===== src/rtl/spi_pkg.sv =====
// Shared definitions for the SPI slave FIFO block:
// SPI mode encodings and a constant log2 helper.
package spi_pkg;

  localparam logic [1:0] MODE0 = 2'b00;
  localparam logic [1:0] MODE1 = 2'b01;
  localparam logic [1:0] MODE2 = 2'b10;
  localparam logic [1:0] MODE3 = 2'b11;

  function automatic int clog2(input int v);
    int r;
    r = 0;
    for (int i = 0; i < 31; i++)
      if ((1 << i) < v) r = i + 1;
    return r;
  endfunction

endpackage


===== src/rtl/sync_fifo.sv =====
// Synchronous FIFO, registered storage and full/empty flags.
// Ports: push/wr_data in, pop/rd_data out, full, empty.
module sync_fifo
  import spi_pkg::*;
#(
  parameter int WIDTH = 8,
  parameter int DEPTH = 4
) (
  input  logic             clk_sys,
  input  logic             rst_n,
  input  logic             push,
  input  logic [WIDTH-1:0] wr_data,
  input  logic             pop,
  output logic [WIDTH-1:0] rd_data,
  output logic             full,
  output logic             empty
);

  localparam int AW = clog2(DEPTH);
  localparam int CW = AW + 1;

  logic [WIDTH-1:0] mem [DEPTH];
  logic [AW-1:0]    wr_ptr;
  logic [AW-1:0]    rd_ptr;
  logic [CW-1:0]    cnt;
  logic [CW-1:0]    cnt_nxt;
  logic             full_q;
  logic             empty_q;
  logic             push_ok;
  logic             pop_ok;

  // a pop frees the slot, so push on full is fine then
  assign pop_ok  = pop & ~empty_q;
  assign push_ok = push & (~full_q | pop_ok);
  assign cnt_nxt = cnt + CW'(push_ok) - CW'(pop_ok);

  always_ff @(posedge clk_sys or negedge rst_n) begin
    if (!rst_n) begin
      for (int i = 0; i < DEPTH; i++)
        mem[i] <= '0;
      wr_ptr  <= '0;
      rd_ptr  <= '0;
      cnt     <= '0;
      full_q  <= 1'b0;
      empty_q <= 1'b1;
    end else begin
      if (push_ok) begin
        mem[wr_ptr] <= wr_data;
        wr_ptr      <= wr_ptr + 1'b1;
      end
      if (pop_ok)
        rd_ptr <= rd_ptr + 1'b1;
      cnt     <= cnt_nxt;
      full_q  <= (cnt_nxt == CW'(DEPTH));
      empty_q <= (cnt_nxt == '0);
    end
  end

  assign rd_data = mem[rd_ptr];
  assign full    = full_q;
  assign empty   = empty_q;

endmodule


===== src/rtl/spi_slave_fifo.sv =====
// SPI slave, any mode, with RX/TX FIFOs on clk_sys.
// Ports: spi_* pins, rx_*/tx_* handshakes, busy,
// frame_start/end pulses, rx_overflow, tx_underrun,
// word_cnt.
module spi_slave_fifo
  import spi_pkg::*;
#(
  parameter int                DATA_W      = 8,
  parameter bit                CPOL        = 1'b0,
  parameter bit                CPHA        = 1'b0,
  parameter int                RX_DEPTH    = 4,
  parameter int                TX_DEPTH    = 4,
  parameter int                SYNC_STAGES = 3,
  parameter logic [DATA_W-1:0] IDLE_WORD   = '0
) (
  input  logic              clk_sys,
  input  logic              rst_n,
  input  logic              spi_clk,
  input  logic              spi_mosi,
  input  logic              spi_cs_n,
  output logic              spi_miso,
  output logic              spi_miso_oe,
  output logic [DATA_W-1:0] rx_data,
  output logic              rx_valid,
  input  logic              rx_ready,
  input  logic [DATA_W-1:0] tx_data,
  input  logic              tx_valid,
  output logic              tx_ready,
  output logic              busy,
  output logic              frame_start,
  output logic              frame_end,
  output logic              rx_overflow,
  output logic              tx_underrun,
  output logic [15:0]       word_cnt
);

  localparam logic [1:0] MODE = {CPOL, CPHA};
  localparam int         BW   = clog2(DATA_W);
  localparam logic [BW-1:0] LAST = BW'(DATA_W - 1);
  localparam int         NS   = SYNC_STAGES;

  logic [NS-1:0]     clk_sync;
  logic [NS-1:0]     cs_sync;
  logic [NS-1:0]     mosi_sync;
  logic              clk_d;
  logic              busy_q;
  logic              init_q;
  logic [BW-1:0]     bit_cnt;
  logic [DATA_W-1:0] rx_sh;
  logic [DATA_W-1:0] tx_sh;
  logic              miso_q;
  logic              load_pend;
  logic [15:0]       wcnt_q;

  logic              clk_now;
  logic              mosi_s;
  logic              cs_act;
  logic              lead;
  logic              trail;
  logic              sample_e;
  logic              shift_e;
  logic              word_done;
  logic              load_pt;
  logic [DATA_W-1:0] rx_word;
  logic [DATA_W-1:0] load_word;

  logic              rx_full;
  logic              rx_empty;
  logic              rx_pop;
  logic              tx_full;
  logic              tx_empty;
  logic              tx_push;
  logic              tx_pop;
  logic [DATA_W-1:0] tx_head;

  always_ff @(posedge clk_sys or negedge rst_n) begin
    if (!rst_n) begin
      clk_sync  <= {NS{CPOL}};
      cs_sync   <= '1;
      mosi_sync <= '0;
      clk_d     <= CPOL;
      busy_q    <= 1'b0;
      init_q    <= 1'b0;
    end else begin
      clk_sync  <= {clk_sync[NS-2:0], spi_clk};
      cs_sync   <= {cs_sync[NS-2:0], spi_cs_n};
      mosi_sync <= {mosi_sync[NS-2:0], spi_mosi};
      clk_d     <= clk_sync[NS-1];
      busy_q    <= ~cs_sync[NS-1];
      init_q    <= 1'b1;
    end
  end

  assign clk_now = clk_sync[NS-1];
  assign mosi_s  = mosi_sync[NS-1];
  assign cs_act  = ~cs_sync[NS-1];
  assign lead    = (clk_now != CPOL) && (clk_d == CPOL);
  assign trail   = (clk_now == CPOL) && (clk_d != CPOL);

  assign frame_start = cs_act & ~busy_q;
  assign frame_end   = ~cs_act & busy_q;

  // gating on busy_q keeps the final edge alive
  // in the frame_end cycle, so that word lands first
  always_comb begin
    sample_e = 1'b0;
    shift_e  = 1'b0;
    unique case (MODE)
      MODE0, MODE2: begin
        sample_e = busy_q & lead;
        shift_e  = busy_q & trail;
      end
      MODE1, MODE3: begin
        sample_e = busy_q & trail;
        shift_e  = busy_q & lead;
      end
    endcase
  end

  assign word_done = sample_e && (bit_cnt == LAST);
  assign rx_word   = {rx_sh[DATA_W-2:0], mosi_s};

  assign load_pt = CPHA
    ? (shift_e && (bit_cnt == '0))
    : (frame_start | (shift_e & load_pend));

  assign tx_pop      = load_pt & ~tx_empty;
  assign tx_underrun = load_pt & tx_empty;
  assign load_word   = tx_empty ? IDLE_WORD : tx_head;

  assign rx_pop      = rx_valid & rx_ready;
  assign rx_overflow = word_done & rx_full & ~rx_pop;
  assign rx_valid    = ~rx_empty;

  assign tx_ready = ~tx_full & init_q;
  assign tx_push  = tx_valid & tx_ready;

  always_ff @(posedge clk_sys or negedge rst_n) begin
    if (!rst_n) begin
      bit_cnt   <= '0;
      rx_sh     <= '0;
      tx_sh     <= '0;
      miso_q    <= 1'b0;
      load_pend <= 1'b0;
      wcnt_q    <= '0;
    end else begin
      if (sample_e) begin
        bit_cnt <= word_done ? '0 : bit_cnt + 1'b1;
        rx_sh   <= rx_word;
      end
      if (word_done)
        load_pend <= 1'b1;
      else if (shift_e)
        load_pend <= 1'b0;
      if (load_pt) begin
        tx_sh  <= load_word;
        miso_q <= load_word[DATA_W-1];
      end else if (shift_e) begin
        tx_sh  <= {tx_sh[DATA_W-2:0], 1'b0};
        miso_q <= tx_sh[DATA_W-2];
      end
      if (frame_start)
        wcnt_q <= '0;
      else if (word_done && (wcnt_q != 16'hFFFF))
        wcnt_q <= wcnt_q + 16'd1;
      // CS idle wins over everything above
      if (!cs_act) begin
        bit_cnt   <= '0;
        rx_sh     <= '0;
        tx_sh     <= '0;
        miso_q    <= 1'b0;
        load_pend <= 1'b0;
      end
    end
  end

  assign spi_miso    = miso_q;
  assign spi_miso_oe = busy_q;
  assign busy        = busy_q;
  assign word_cnt    = wcnt_q;

  sync_fifo #(
    .WIDTH (DATA_W),
    .DEPTH (RX_DEPTH)
  ) u_rx_fifo (
    .clk_sys (clk_sys),
    .rst_n   (rst_n),
    .push    (word_done),
    .wr_data (rx_word),
    .pop     (rx_pop),
    .rd_data (rx_data),
    .full    (rx_full),
    .empty   (rx_empty)
  );

  sync_fifo #(
    .WIDTH (DATA_W),
    .DEPTH (TX_DEPTH)
  ) u_tx_fifo (
    .clk_sys (clk_sys),
    .rst_n   (rst_n),
    .push    (tx_push),
    .wr_data (tx_data),
    .pop     (tx_pop),
    .rd_data (tx_head),
    .full    (tx_full),
    .empty   (tx_empty)
  );

endmodule


===== config.mk =====
export PLATFORM = sky130hd
export DESIGN_NAME = spi_slave_fifo
export DESIGN_NICKNAME = d
export VERILOG_FILES = /design/src/rtl/spi_pkg.sv /design/src/rtl/sync_fifo.sv /design/src/rtl/spi_slave_fifo.sv
export SDC_FILE = /design/constraint.sdc
export NUM_CORES = 1
export LEC_CHECK = 0
export ABC_AREA = 1
export CORE_MARGIN = 5
export CORE_UTILIZATION = 30
export CTS_BUF_LIST = sky130_fd_sc_hd__clkbuf_4 sky130_fd_sc_hd__clkbuf_8
export CTS_CLUSTER_SIZE = 25
export DETAILED_ROUTE_END_ITERATION = 10
export GPL_TIMING_DRIVEN = 0
export PLACE_DENSITY = 0.5
export REMOVE_ABC_BUFFERS = 1
export SLEW_MARGIN = 20
export SYNTH_ARGS = -nofsm -noshare
export SYNTH_HDL_FRONTEND = slang
export SYNTH_HIERARCHICAL = 1
export SYNTH_SLANG_ARGS = --single-unit

===== constraint.sdc =====
create_clock -name clk_sys -period 3.84 [get_ports clk_sys]
set_clock_uncertainty 0.2 [all_clocks]
set_input_delay 0.384 -clock clk_sys [delete_from_list [all_inputs] [get_ports clk_sys]]
set_output_delay 0.384 -clock clk_sys [all_outputs]
set_load 0.02 [all_outputs]

==> impl_metrics.toml <==
[status]
status = "finished, final reports clean"

[job]
cap_viol_max_count = 0

[sta]
maxSlewHeadroom_pct = 56.0
max_freq_mhz = 284
tightest_slew_ps = 661
setup_violations = 0
report.final.slew_viol_count = 0
whs_ps = 149
min_period_ps = 3520
rsz0062_at_grt = "false"
hold_viol = 0
fin_crit_sh_pct = 91.8

[setup_path]
rrSetupSlack_ps = 320
reg2reg_to = "u_tx_fifo/empty$_DFF_PN1_"
worstSetupPathType = "flip-flop to flip-flop"
path_common_cell = "nand2_2"
crit_family = "simple AND/OR/NAND/NOR gates"
reg2reg_depth = 14
critPathMaxStageDelay_ps = 510
crit_path_start_kind = "flip-flop"
regToRegStartpoint = "busy$_DFF_PN0_"
cp.required_ps = 4010
crit_chain = "inv_2, nand2_2, nand2_2, nand2_1, inv_1, nand2_2, nand2_8, nand2_1, ha_1, inv_1, ha_1, fa_1, or2_2, nor2_1"
cp.arrival_ps = 3690
cpMaxStageDelayCell = "dfrtp_1"
worstPathMaxFanout = 39
end_kind = "flip-flop"
cp.depth = 14
cp.buffers_inverters = 3

[layout]
final_cells = 1104
areaGrowthSynthToFinish_pct = 14.8
final_cell_mix = "nand2_1, dfrtp_1, nor2_1"
drive_above_1_share_pct = 9.47
final_common_cell = "nand2_1"
antenna_cells = 0
nNetsFinal = 843

[yosys]
ys_warn_count = 6
synthDistinctLibCells = 34
synth_area_mm2 = 0.00663
syn_avg_cell_area_um2 = 8.54
synth_seq_cells = 129
syn-instance-count = 776
ys_seq_area_share_pct = 48.8

[die]
initial_core_util_pct = 30.5
die_height_um = 159
dieArea_mm2 = 0.0252
die_w_um = 159
core_area_mm2 = 0.0218
num_rows = 54
ioPinCount = 48

[min_path]
hold_path_depth = 0
holdPathEnd = "clk_sync[2]$_DFF_PN0_"
min_path_type = "flip-flop to flip-flop"
hp-start = "clk_sync[1]$_DFF_PN0_"

[drt]
wl_per_cell_um = 13.3
dr.pass1.iters = 4
vias = 5083
initialDrtViolationCount = 359
antenna_left = 0
avgViaCountPerCell = 4.60
route.detailed.drc = 0
routed_wl_um = 14700

[power_and_ir_drop]
power_leakage_nw = 3.75
p_per_area_mw_per_mm2 = 496
ir_drop_v = 0.000304
power.total_w = 0.00377

[clock_tree]
clock_latency_ps = 440
cts_tree = "built"
cts_inserted_buffers = 17
cts_buffer_depth = 2
clkSinkCount = 129
root_buffer = "clkbuf_8"
h-tree-depth = 4
clk_pin_slew_ps = 70

[global_routing]
grt_pass1_vias = 4928
antenna_found_initial = 0
overflow = 0
grt_max_degree = 67
grt_pass1_wl_um = 25400
grt_use_total_pct = 12.4

[place]
dp.cells = 1071
gp_congestion = 0.708
dp_hpwl_um = 9750
port_buffers = 47
-- synth_stat cells --
master | n | area [µm²]
nand2_1 | 245 | 920
dfrtp_1 | 124 | 3100
nor2_1 | 72 | 270
nand4_1 | 69 | 432
nand3_1 | 50 | 250
o21ai_0 | 50 | 250
inv_1 | 48 | 180
buf_4 | 17 | 128
ha_1 | 15 | 188
a21oi_1 | 6 | 30.0
buf_6 | 6 | 67.6
buf_8 | 6 | 90.1
inv_2 | 6 | 22.5
xor2_1 | 6 | 52.6
dfstp_2 | 5 | 131
nand3_2 | 5 | 50.1
o22ai_1 | 5 | 31.3
clkbuf_4 | 4 | 30.0
nand2_2 | 4 | 25.0
nand2_4 | 4 | 45.0
nand3_4 | 4 | 70.1
o21bai_1 | 4 | 30.0
or2_2 | 4 | 25.0
nor2_4 | 3 | 33.8
buf_12 | 2 | 40.0
fa_1 | 2 | 40.0
nor2_8 | 2 | 40.0
o21ai_1 | 2 | 10.0
clkbuf_1 | 1 | 3.75
clkinv_1 | 1 | 3.75
conb_1 | 1 | 3.75
nor2_2 | 1 | 6.26
nor3b_1 | 1 | 7.51
o21ai_4 | 1 | 16.3
-- power breakdown --
group          internal [W]  switching, W
Clock              0.000696      0.000567
Sequential          0.00158      0.000153
Combinational      0.000277      0.000493
Total               0.00256       0.00121
-- cell families (layout without fill, tap and decap cells) --
family	after synthesis	in the layout	synth area share, %
xor+xnor	6	6	0.793
flops	129	129	48.8
compound gates	68	68	5.55
other cells	1	1	0.0566
simple gates	464	464	32.8
fa+ha+maj	17	17	3.44
buf+inv	91	139	8.53
-- final cells by class --
| class | count | area, µm² |
|---|---|---|
| Multi-Input combinational cell | 556 | 2840 |
| Timing Repair Buffer | 52 | 539 |
| Inverter | 55 | 206 |
| Fill cell | 2305 | 14200 |
| Clock buffer | 20 | 275 |
| Tap cell | 280 | 350 |
| Sequential cell | 129 | 3230 |
| Clock inverter | 12 | 156 |
-- through the flow --
step                area [µm²]  worst slack [ps]  TNS, ps  utilization [%]
floorplan                 6270              -998    -5320                -
global placement          7090             -3430  -495820             32.6
detailed placement        7150              20.2        0             32.9
CTS                       7590              22.4        0             34.9
global route              7600              2.49        0             35.0
finish                    7600               316        0             35.0
-- per-layer routing --
layer  routed length, µm  vias to the layer above  global-route usage (%)
li1                    -                     2621                       -
met1                6970                     2377                    16.4
met2                7020                       74                    20.4
met3                 574                       11                    2.39
met4                 126                        0                    4.02
met5                   0                        -                       0
-- how the worst max path moves through the flow --
stage               slack, ps                      from                       endpoint
floorplan               -1000  u_tx_fifo/full$_DFF_PN0_       u_tx_fifo/full$_DFF_PN0_
finish                    320            busy$_DFF_PN0_      u_tx_fifo/empty$_DFF_PN1_
detailed placement         20            busy$_DFF_PN0_       u_tx_fifo/full$_DFF_PN0_
global route                2            busy$_DFF_PN0_      u_tx_fifo/empty$_DFF_PN1_
CTS                        20            busy$_DFF_PN0_      u_tx_fifo/empty$_DFF_PN1_
global placement        -3430                     rst_n  u_tx_fifo/mem[22]$_DFFE_PN0P_
-- repair_timing --
action | in CTS | in global routing
endpoints found under the setup margin | 0 | 3
setup buffers | 0 | 0
hold endpoints to repair | 62 | 0
resized for setup | 0 | 2
hold buffers | 1 | 0
-- state kept, by name, summed over array words and instances, names as in the netlist, 2 cells and up --
signal / cells
u_rx_fifo/wr_ptr: 2
bit_cnt: 3
u_rx_fifo/mem: 32
rx_sh: 7
u_rx_fifo/rd_ptr: 2
cs_sync: 3
tx_sh: 7
u_tx_fifo/wr_ptr: 2
clk_sync: 3
u_tx_fifo/cnt: 3
u_tx_fifo/mem: 32
mosi_sync: 3
word_cnt: 16
u_tx_fifo/rd_ptr: 2
u_rx_fifo/cnt: 3
No activity file was read; power rests on OpenSTA's default activity.
